===== src/rtl/circ_mvm_seq_if.sv =====
// Stream and multiplier-side signal bundle for circ_mvm_seq.
// slave = the sequencer, master = whatever drives it (source, sink and multiplier).
interface circ_mvm_seq_if #(
  parameter int WORD_WIDTH = 31,
  parameter int MTX_SIZE   = 16
);
  logic                                 in_valid;
  logic                                 in_ready;
  logic [WORD_WIDTH-1:0]                in_data;
  logic [MTX_SIZE-1:0][WORD_WIDTH-1:0]  mvm_vec;
  logic                                 mvm_reset;
  logic [MTX_SIZE-1:0][WORD_WIDTH-1:0]  mvm_result;
  logic                                 mvm_valid;
  logic                                 out_valid;
  logic                                 out_ready;
  logic [WORD_WIDTH-1:0]                out_data;
  logic                                 out_last;
  logic                                 busy;

  modport slave (
    input  in_valid, in_data, mvm_result, mvm_valid, out_ready,
    output in_ready, mvm_vec, mvm_reset, out_valid, out_data, out_last, busy
  );

  modport master (
    output in_valid, in_data, mvm_result, mvm_valid, out_ready,
    input  in_ready, mvm_vec, mvm_reset, out_valid, out_data, out_last, busy
  );
endinterface


===== src/rtl/circ_mvm_seq.sv =====
// Serial-to-parallel loader / parallel-to-serial drainer around a circulant M31 multiplier.
// Optional macro CIRC_MVM_SEQ_CANON_EN maps the non-canonical word 2^31-1 to 0 on input.
module circ_mvm_seq #(
  parameter int WORD_WIDTH = 31,
  parameter int MTX_SIZE   = 16
) (
  input  logic            clk,
  input  logic            reset,
  circ_mvm_seq_if.slave   bus
);
  localparam int IW = (MTX_SIZE > 1) ? $clog2(MTX_SIZE) : 1;
  localparam logic [IW-1:0] IDX_LAST = IW'(MTX_SIZE - 1);

  typedef enum logic [1:0] {LOAD, RUN, DRAIN} state_t;

  state_t                               state_q;
  logic [IW-1:0]                        idx_q;
  logic [MTX_SIZE-1:0][WORD_WIDTH-1:0]  vec_q;
  logic [MTX_SIZE-1:0][WORD_WIDTH-1:0]  res_q;
  logic                                 mvm_reset_q;
  logic [WORD_WIDTH-1:0]                word_d;
  logic                                 idx_last;

`ifdef CIRC_MVM_SEQ_CANON_EN
  localparam logic [WORD_WIDTH-1:0] M31_P = WORD_WIDTH'(32'h7FFF_FFFF);
  assign word_d = (bus.in_data == M31_P) ? '0 : bus.in_data;
`else
  assign word_d = bus.in_data;
`endif

  assign idx_last = (idx_q == IDX_LAST);

  always_ff @(posedge clk) begin
    if (reset) begin
      state_q     <= LOAD;
      idx_q       <= '0;
      vec_q       <= '0;
      res_q       <= '0;
      mvm_reset_q <= 1'b1;
    end else begin
      case (state_q)
        LOAD: begin
          if (bus.in_valid) begin
            vec_q[idx_q] <= word_d;
            if (idx_last) begin
              state_q     <= RUN;
              idx_q       <= '0;
              mvm_reset_q <= 1'b0;
            end else begin
              idx_q <= idx_q + 1'b1;
            end
          end
        end
        RUN: begin
          // Result is captured on the very edge that re-arms the multiplier hold.
          if (bus.mvm_valid) begin
            res_q       <= bus.mvm_result;
            state_q     <= DRAIN;
            mvm_reset_q <= 1'b1;
          end
        end
        DRAIN: begin
          if (bus.out_ready) begin
            if (idx_last) begin
              state_q <= LOAD;
              idx_q   <= '0;
            end else begin
              idx_q <= idx_q + 1'b1;
            end
          end
        end
        default: begin
          state_q     <= LOAD;
          idx_q       <= '0;
          mvm_reset_q <= 1'b1;
        end
      endcase
    end
  end

  // Handshake-facing outputs are forced quiet while reset is held, even before its first edge.
  assign bus.in_ready  = (state_q == LOAD) && !reset;
  assign bus.out_valid = (state_q == DRAIN) && !reset;
  assign bus.out_last  = bus.out_valid && idx_last;
  assign bus.out_data  = res_q[idx_q];
  assign bus.busy      = ((state_q == RUN) || (state_q == DRAIN)) && !reset;
  assign bus.mvm_reset = mvm_reset_q || reset;
  assign bus.mvm_vec   = vec_q;
endmodule

===== src/flat_wrapper.sv =====
// flat-port wrapper written by rule: the top's interface ports become plain ports
module circ_mvm_seq_flat 
#(
  parameter int WORD_WIDTH = 31,
  parameter int MTX_SIZE   = 16
)
  (clk, reset, bus_in_valid, bus_in_data, bus_mvm_result, bus_mvm_valid, bus_out_ready, bus_in_ready, bus_mvm_vec, bus_mvm_reset, bus_out_valid, bus_out_data, bus_out_last, bus_busy);
  circ_mvm_seq_if #(.WORD_WIDTH(WORD_WIDTH), .MTX_SIZE(MTX_SIZE)) bus_i ();
  input  logic clk;
  input  logic reset;
  input wire logic [$bits(bus_i.in_valid)-1:0] bus_in_valid;
  input wire logic [$bits(bus_i.in_data)-1:0] bus_in_data;
  input wire logic [$bits(bus_i.mvm_result)-1:0] bus_mvm_result;
  input wire logic [$bits(bus_i.mvm_valid)-1:0] bus_mvm_valid;
  input wire logic [$bits(bus_i.out_ready)-1:0] bus_out_ready;
  output wire logic [$bits(bus_i.in_ready)-1:0] bus_in_ready;
  output wire logic [$bits(bus_i.mvm_vec)-1:0] bus_mvm_vec;
  output wire logic [$bits(bus_i.mvm_reset)-1:0] bus_mvm_reset;
  output wire logic [$bits(bus_i.out_valid)-1:0] bus_out_valid;
  output wire logic [$bits(bus_i.out_data)-1:0] bus_out_data;
  output wire logic [$bits(bus_i.out_last)-1:0] bus_out_last;
  output wire logic [$bits(bus_i.busy)-1:0] bus_busy;
  assign bus_i.in_valid = bus_in_valid;
  assign bus_i.in_data = bus_in_data;
  assign bus_i.mvm_result = bus_mvm_result;
  assign bus_i.mvm_valid = bus_mvm_valid;
  assign bus_i.out_ready = bus_out_ready;
  assign bus_in_ready = bus_i.in_ready;
  assign bus_mvm_vec = bus_i.mvm_vec;
  assign bus_mvm_reset = bus_i.mvm_reset;
  assign bus_out_valid = bus_i.out_valid;
  assign bus_out_data = bus_i.out_data;
  assign bus_out_last = bus_i.out_last;
  assign bus_busy = bus_i.busy;
  circ_mvm_seq #(.WORD_WIDTH(WORD_WIDTH), .MTX_SIZE(MTX_SIZE)) u_core (.clk(clk), .reset(reset), .bus(bus_i));
endmodule

===== config.mk =====
export PLATFORM = sky130hd
export DESIGN_NAME = circ_mvm_seq_flat
export DESIGN_NICKNAME = d
export VERILOG_FILES = /design/src/rtl/circ_mvm_seq_if.sv /design/src/rtl/circ_mvm_seq.sv /design/src/flat_wrapper.sv
export SDC_FILE = /design/constraint.sdc
export NUM_CORES = 2
export LEC_CHECK = 0
export ABC_CLOCK_PERIOD_IN_PS = 2700
export BUFFER_PORTS_ARGS = -buffer_cell sky130_fd_sc_hd__buf_2
export CAP_MARGIN = 0
export CORE_AREA = 8 8 412 414
export CTS_CLUSTER_DIAMETER = 80
export DETAILED_ROUTE_END_ITERATION = 8
export DIE_AREA = 0 0 420 422
export PLACE_DENSITY = 0.5
export RECOVER_POWER = 100
export SYNTH_ARGS = -nofsm -noshare
export SYNTH_HDL_FRONTEND = slang
export SYNTH_SLANG_ARGS = --single-unit

===== constraint.sdc =====
create_clock -name clk -period 2.7 [get_ports clk]
set_input_delay 0.405 -clock clk [delete_from_list [all_inputs] [get_ports clk]]
set_output_delay 0.405 -clock clk [all_outputs]
set_load 0.02 [all_outputs]

# ---- Yosys cells after proc, flatten, opt, wreduce, memory -nomap -nowiden
# Cells that the tools add are included.
dict set report totals {
  regBits 999
  latch_bits 0
  ram_bits 0
  rom_bits 0
  inputBits 532
  out_inout_bits 532
  word_cells 81
  mem_count 0
}
dict set report classes {
  n_addsub 1
  multipliers 0
  n_div 0
  order_cmp 2
  n_eq_ne 8
  n_shift 0
  n_mux 19
  n_bitwise 2
  reduce_logical 14
}
# operator n
set op_table {}
lappend op_table {{$bwmux 496} 1}
lappend op_table {{$bmux 31 s4} 1}
lappend op_table {{$demux 31 s4} 1}
lappend op_table {{$mux 31} 2}
lappend op_table {{$mux 4} 3}
lappend op_table {{$pmux 4 s3} 1}
lappend op_table {{$mux 2} 5}
lappend op_table {{$ne 2x2->1 const B} 3}
lappend op_table {{$pmux 2 s3} 1}
lappend op_table {{$logic_and 1x1->1} 5}
lappend op_table {{$lt 4x5->1 const B} 1}
lappend op_table {{$reduce_and 5->1} 1}
lappend op_table {{$add 4x1->4 const B} 1}
lappend op_table {{$eq 4x4->1 const B} 1}
lappend op_table {{$ge 4x1->1 const B} 1}
lappend op_table {{$ne 2x1->1 const B} 2}
lappend op_table {{$reduce_and 2->1} 2}
lappend op_table {{$reduce_and 4->1} 1}
lappend op_table {{$mux 1} 3}
lappend op_table {{$pmux 1 s3} 1}
lappend op_table {{$reduce_and 3->1} 1}
lappend op_table {{$eq 2x1->1 const B} 1}
lappend op_table {{$eq 2x2->1 const B} 1}
lappend op_table {{$logic_not 2->1} 1}
lappend op_table {{3 further kinds} 5}

# ---- Depth between registers and ports, before layout
dict set report logic_depth {
  depth_word 5
  ltp_mapped 10
  depth_no_buf 6
}

# ---- Worst setup path before layout
# No wires, ideal clock.
dict set report synth_path {
  path_type {reg-to-reg}
  startpoint {register u_core.idx_q[0]}
  endpoint {register u_core.vec_q (netlist bit u_core.bus.mvm_vec[0])}
  setup_ps 70
  arrival_time_ps 2149
  required_ps 2630
  setup_slack_ps 480
  path_stages_with_launch 11
  n_path_buf 4
  period_less_slack_ps 2220
  cell_sequence {dfxtp_1 buf_2 buf_2 buf_1 inv_1 ha_1 and3_2 nand2_1 clkbuf_1 nand2_1 a21oi_1}
}
dict set report synth_via {
  elab_chain_len 5
  word_cells_on_any_way 6
  classes_between {order compare: 2; mux: 3; reduce/logical: 1}
}
# item line_no
set synth_rtl {}
lappend synth_rtl {{start, declared} circ_mvm_seq.sv:17} ;# logic [IW-1:0] idx_q;
lappend synth_rtl {{start signal, assigned} circ_mvm_seq.sv:50} ;# idx_q <= idx_q + 1'b1;
lappend synth_rtl {{start signal, assigned} circ_mvm_seq.sv:68} ;# idx_q <= idx_q + 1'b1;
lappend synth_rtl {{$lt 4x5->1 (not written as such) / $ge 4x1->1 (equally long branches)} circ_mvm_seq.sv:44} ;# vec_q[idx_q] <= word_d;
lappend synth_rtl {{$logic_and 1x1->1 (not written as such)} circ_mvm_seq.sv:44}
lappend synth_rtl {{$mux 31 (not written as such)} circ_mvm_seq.sv:44}
lappend synth_rtl {{$demux 31 s4 (*)} -}
lappend synth_rtl {{$bwmux 496 (*)} circ_mvm_seq.sv:44}
lappend synth_rtl {{end signal, assigned by index} circ_mvm_seq.sv:44}
lappend synth_rtl {{end, declared} circ_mvm_seq.sv:18} ;# logic [MTX_SIZE-1:0][WORD_WIDTH-1:0] vec_q;
# Mark *: on every way between the ends. The rest lies on a longest branch, timed or not.
# A chain may end at the register's enable or synchronous reset.

# ---- Worst setup path after layout
dict set report layout_path {
  startpoint {register u_core.idx_q[0]}
  endpoint {output bus_out_data[8]}
}
dict set report layout_via {
  elab_chain_len 2
}
# item line_no
set layout_rtl {}
lappend layout_rtl {{$bmux 31 s4} circ_mvm_seq.sv:85} ;# assign bus.out_data = res_q[idx_q];
lappend layout_rtl {{$mux 31 (not written as such)} circ_mvm_seq.sv:85}
lappend layout_rtl {{end, declared} flat_wrapper.sv:20} ;# output wire logic [$bits(bus_i.out_data)-1:0] bus_out_data;
# No other way between the ends. The select of a mux whose other input is x is not followed.

==> impl.org <==
** Route
- Detail Route Antenna Nets :: 0
- Using the TritonRoute via totals, the vias-per-cell ratio works out to 4.621.
- The routed layout has 39210 vias.
- Summed over all layers, the routed wires come to 195.9 mm.
- In this run, the number of DRC markers left after iteration 0 of detailed routing was 3090.
- Post-route DRC :: 0
- Length of the first detailed-routing pass in iterations :: 5
- In the final routed layout, each cell accounts on average for 23.09 um.

** Synthesis
- Syn Std Cell Area :: 38030 um^2
- Yosys printed 0 warnings.
- Of the total synthesized cell area, the portion taken by AND, OR, NAND and NOR gates is 0.2083.
- Average instance area after synthesis :: 8.059 um^2
- Synthesized-area fraction occupied by ao, oa, aoi and oai cells :: 0.1448
- Number of distinct library cells after synthesis :: 29
- Measured against the total synthesized area, the mux share comes to 0.07396.
- Synthesized-area fraction occupied by adder cells :: 0.003619
- Mapped Nets :: 5262
- Synthesis inferred 999 register bits.
- Area share of xor/xnor cells in the synthesized design :: 0
- Area share of the largest cell type after synthesis :: 0.5259
- Of all cell types, the one taking the most synthesized area is sky130_fd_sc_hd__dfxtp_1.
- Biggest area contributors in the synthesized netlist :: sky130_fd_sc_hd__dfxtp_1, sky130_fd_sc_hd__nand2_1, sky130_fd_sc_hd__a21oi_1
- In the synthesized netlist, the number of instances is 4719.
- Portion of the post-synthesis area used by sequential elements :: 0.5259
- After synthesis, the largest family of logic cells by area is simple AND/OR/NAND/NOR gates.

** Place
- Instance area after placement :: 46400 um^2
- Final weighted congestion in routability-driven placement :: 0.8656
- Summed over all nets, the half-perimeter wirelength after detailed placement is 138.9 mm.
- Port buffering added 1063 buffers.
- Number of cells in the design after placement :: 7682

** Critical path
- The endpoint identified for the worst register-to-register timing path is u_core.bus.mvm_vec[478]$_SDFFE_PP0P_.
- In this run the register-to-register setup slack is 30 ps.
- For this design, the slowest cell found on the critical path is sky130_fd_sc_hd__mux4_2.
- Endpoint required time on the critical path :: 2300 ps
- Of all nets on the critical path, the largest fanout is 5.
- In this run the critical register-to-register path is launched from u_core.idx_q[0]$_SDFFE_PP0P_.
- Category of the most critical setup path :: flop to primary output
- Crit-path max cell delay :: 570 ps
- The number of cells on the worst reg-to-reg path is 9.
- CP endpoint kind :: primary output
- Walking the worst path, the cells encountered are buf_12 > buf_12 > buf_16 > buf_12 > mux4_2 > a22oi_2 > nand2_1 > buf_6.
- STA puts the critical path data arrival time at 2650 ps.
- Most common cell type on the critical path :: sky130_fd_sc_hd__buf_12
- STA classifies the critical path startpoint as a flop.

** Pwr
- Leakage power figure :: 19.47 nW
- Dividing total power by cell area gives a power density of 597.2 nW/um^2.
- For this design the total switching power over the nets is 8.239 mW.
- The share of total power dissipated in sequential elements is 0.445.
- Internal power comes to 25.15 mW.
- After layout, the design draws a total of 33.39 mW.
- Across the VDD grid, the largest voltage drop is 0.0005025 V.
- Of the total power, the clock network draws 0.479.
- Of the total power, combinational logic draws 0.076.
- Switching share of power :: 0.2468

** STA
- Dividing the final minimum period by the clock period gives 1.132.
- Setup violations remaining at the end of the flow were counted as 31.
- RSZ-0062 raised after global routing :: yes
- Number of max-slew violations in the final report :: 0
- Once routing completed, OpenROAD measured the worst setup slack at -355.1 ps.
- For this run, the top clock speed supported by timing is 327.3 MHz.
- Across all hold checks on the routed design, the worst slack comes to 41.54 ps.
- Setup skew after layout :: 75.30 ps
- Least-Margin Pin Slew :: 951.9 ps
- The worst path in the final design needs a cycle of 3055 ps, including I/O delays and setup.
- Final Hold Vio Count :: 0
- Measured against its own limit, the worst slew margin works out to 0.3654.

** Finish
- The final layout contains 6713 nets.
- Of the cells placed in the final design, the portion with a size suffix greater than 1 is 0.1843.
- Layout area overhead :: 46.99%
- The finished cells cover 55900 um^2.
- Count of placed standard cells in the final layout, fillers left out :: 8486
- Fin util :: 0.3419

** Die
- The die covers 177200 um^2.
- Number of I/O pins :: 1064
- Initial Util :: 0.2326
- Die Wd :: 420 um
- The die is 422 um tall.
- Floorplan row count :: 149
- The core region is 163500 um^2.

** Clock tree
- For the worst-skew pair, the clock arrives at the later sink with an insertion delay of 760 ps.
- Count of clock tree sinks :: 999
- The longest clock path from root to sink contains 3 buffers.
- After clock tree synthesis, the clock-pin slew on the worst setup and hold paths is 60 ps.
- CTS placed an instance of sky130_fd_sc_hd__clkbuf_16 at the clock tree root.
- The H-tree generated during clock tree synthesis spans 3 levels.
- Number of buffers created by CTS :: 117
- TritonCTS clock tree :: done

** Job
- Number of max-capacitance violations reported :: 0

** GRT
- The via count of the first global-routing pass was 38920.
- The first global-routing pass estimated 274.6 mm of wire.
- The initial antenna violation count is 38.
- Global-route total usage across every layer :: 0.2073
- Residual overflow from global routing :: 0
- Largest net degree at the start of global routing :: 178

** Min path
- For hold timing, the worst endpoint is u_core.res_q[458]$_SDFFE_PP0P_.
- Hold depth :: 3
- The path class of the tightest hold or removal check is input port to flop.
- In this run the most critical hold path is launched from bus_mvm_result[458].

** Status
- Violated checks :: negative setup slack
- The flow ran to the end, but the final reports show violations.
==> Yosys cell counts (all sizes together) <==
| cell | number |
|---|---|
| nor2 | 16 |
| a21oi | 997 |
| nand2 | 2038 |
| mux2i | 2 |
| nand3 | 5 |
| nor3 | 4 |
| o21ai | 3 |
| a22oi | 62 |
| ha | 11 |
| mux4 | 124 |
| a2111oi | 1 |
| dfxtp | 999 |
| nor2b | 8 |
| nand2b | 2 |
| buf | 37 |
| and3 | 6 |
| a211oi | 1 |
| or4b | 2 |
| or3 | 2 |
| inv | 6 |
| clkbuf | 388 |
| or3b | 1 |
| and2 | 2 |
| o211a | 1 |
| a2111o | 1 |
==> worst max-delay path by stage <==
stage	startpoint	endpoint	slack, ps	cells past startpoint
after global placement	u_core.idx_q[1]$_SDFFE_PP0P_	bus_out_data[16]	150	5
after CTS	u_core.idx_q[0]$_SDFFE_PP0P_	bus_out_data[29]	-460	7
final	u_core.idx_q[0]$_SDFFE_PP0P_	bus_out_data[8]	-360	8
after detailed placement	u_core.idx_q[0]$_SDFFE_PP0P_	u_core.mvm_reset_q$_SDFFE_PP1P_	120	6
after global routing	u_core.idx_q[0]$_SDFFE_PP0P_	bus_out_data[8]	-430	8
after floorplan	u_core.idx_q[0]$_SDFFE_PP0P_	u_core.bus.mvm_vec[0]$_SDFFE_PP0P_	480	10
==> registers in the layout, indices dropped and copies added (netlist names) <==
register and cells:
u_core.mvm_reset_q 1, u_core.res_q 496, u_core.bus.mvm_vec 496, u_core.idx_q 4, u_core.state_q 2
==> what timing repair did <==
item / 4_1_cts / 5_1_grt
endpoints found under the hold margin: 489 / 0
hold buffers: 502 / 0
gates cloned: 11 / 1
buffers inserted: 29 / 16
setup endpoints to repair: 32 / 40
gates resized for setup: 144 / 43
pin swaps: 27 / 36
==> metal layers <==
metal | global-route usage | vias to the layer above | wire length (um)
li1 | - | 18460 | -
met1 | 0.2378 | 18690 | 75650
met2 | 0.3615 | 1600 | 96290
met3 | 0.04221 | 459 | 12400
met4 | 0.1092 | 2 | 11590
met5 | 0 | - | 12
==> worst max-delay path: cells and delay by family, from the launching register on <==
| family | cells | cell delay (ps) |
|---|---|---|
| and+or+nand+nor | 1 | 110 |
| buffers and inverters | 5 | 670 |
| muxes | 1 | 570 |
| AOI/OAI and AO/OA | 1 | 160 |
| DFF | 1 | 380 |
==> cell type report <==
cell class	instances	area, um^2
Timing Repair Buffer	1757	12380
Multi-Input combinational cell	3289	16780
Inverter	6	22.52
Clock inverter	45	518.0
Fill cell	17150	107600
Sequential cell	999	20010
Tap cell	2189	2739
Clock buffer	170	3387
Antenna cell	31	77.57
==> power by group through the flow <==
stage / combinational, mW / sequential [mW] / clock [mW]
after floorplan: 0.645 / 15.2 / 0
after global placement: 1.73 / 15.2 / 0
after detailed placement: 1.74 / 15.2 / 0
after CTS: 2.54 / 14.8 / 16.3
after global routing: 2.67 / 14.8 / 16.9
final: 2.55 / 14.9 / 16.0
==> cell usage in the layout, fill, tap and decap left out, drive strengths merged, types with 3 or more instances in the layout <==
master | Yosys | final
nand2 | 2038 | 2038
dfxtp | 999 | 999
a21oi | 997 | 997
buf | 37 | 727
clkbuf | 388 | 696
dlygate4sd3 | 0 | 502
mux4 | 124 | 124
a22oi | 62 | 62
diode | 0 | 31
clkinv | 0 | 27
inv | 6 | 17
nor2 | 16 | 16
ha | 11 | 11
nor2b | 8 | 8
and3 | 6 | 6
nand3 | 5 | 5
nor3 | 4 | 4
bufinv | 0 | 4
o21ai | 3 | 3
clkinvlp | 0 | 3
==> cell families after synthesis <==
kind of cell | after synthesis
adders and majority gates | 11
buffers and inverters | 431
muxes | 126
AOI/OAI and AO/OA | 1066
DFF | 999
and+or+nand+nor | 2086
==> per-stage QoR <==
stage               setup TNS (ps)  setup WS (ps)
floorplan                        0          480.3
global placement                 0          145.6
detailed placement               0          124.6
global route                -21250         -431.7
finish                       -7892         -355.1
CTS                         -11910         -459.1
(Power assumes the default switching activity.)
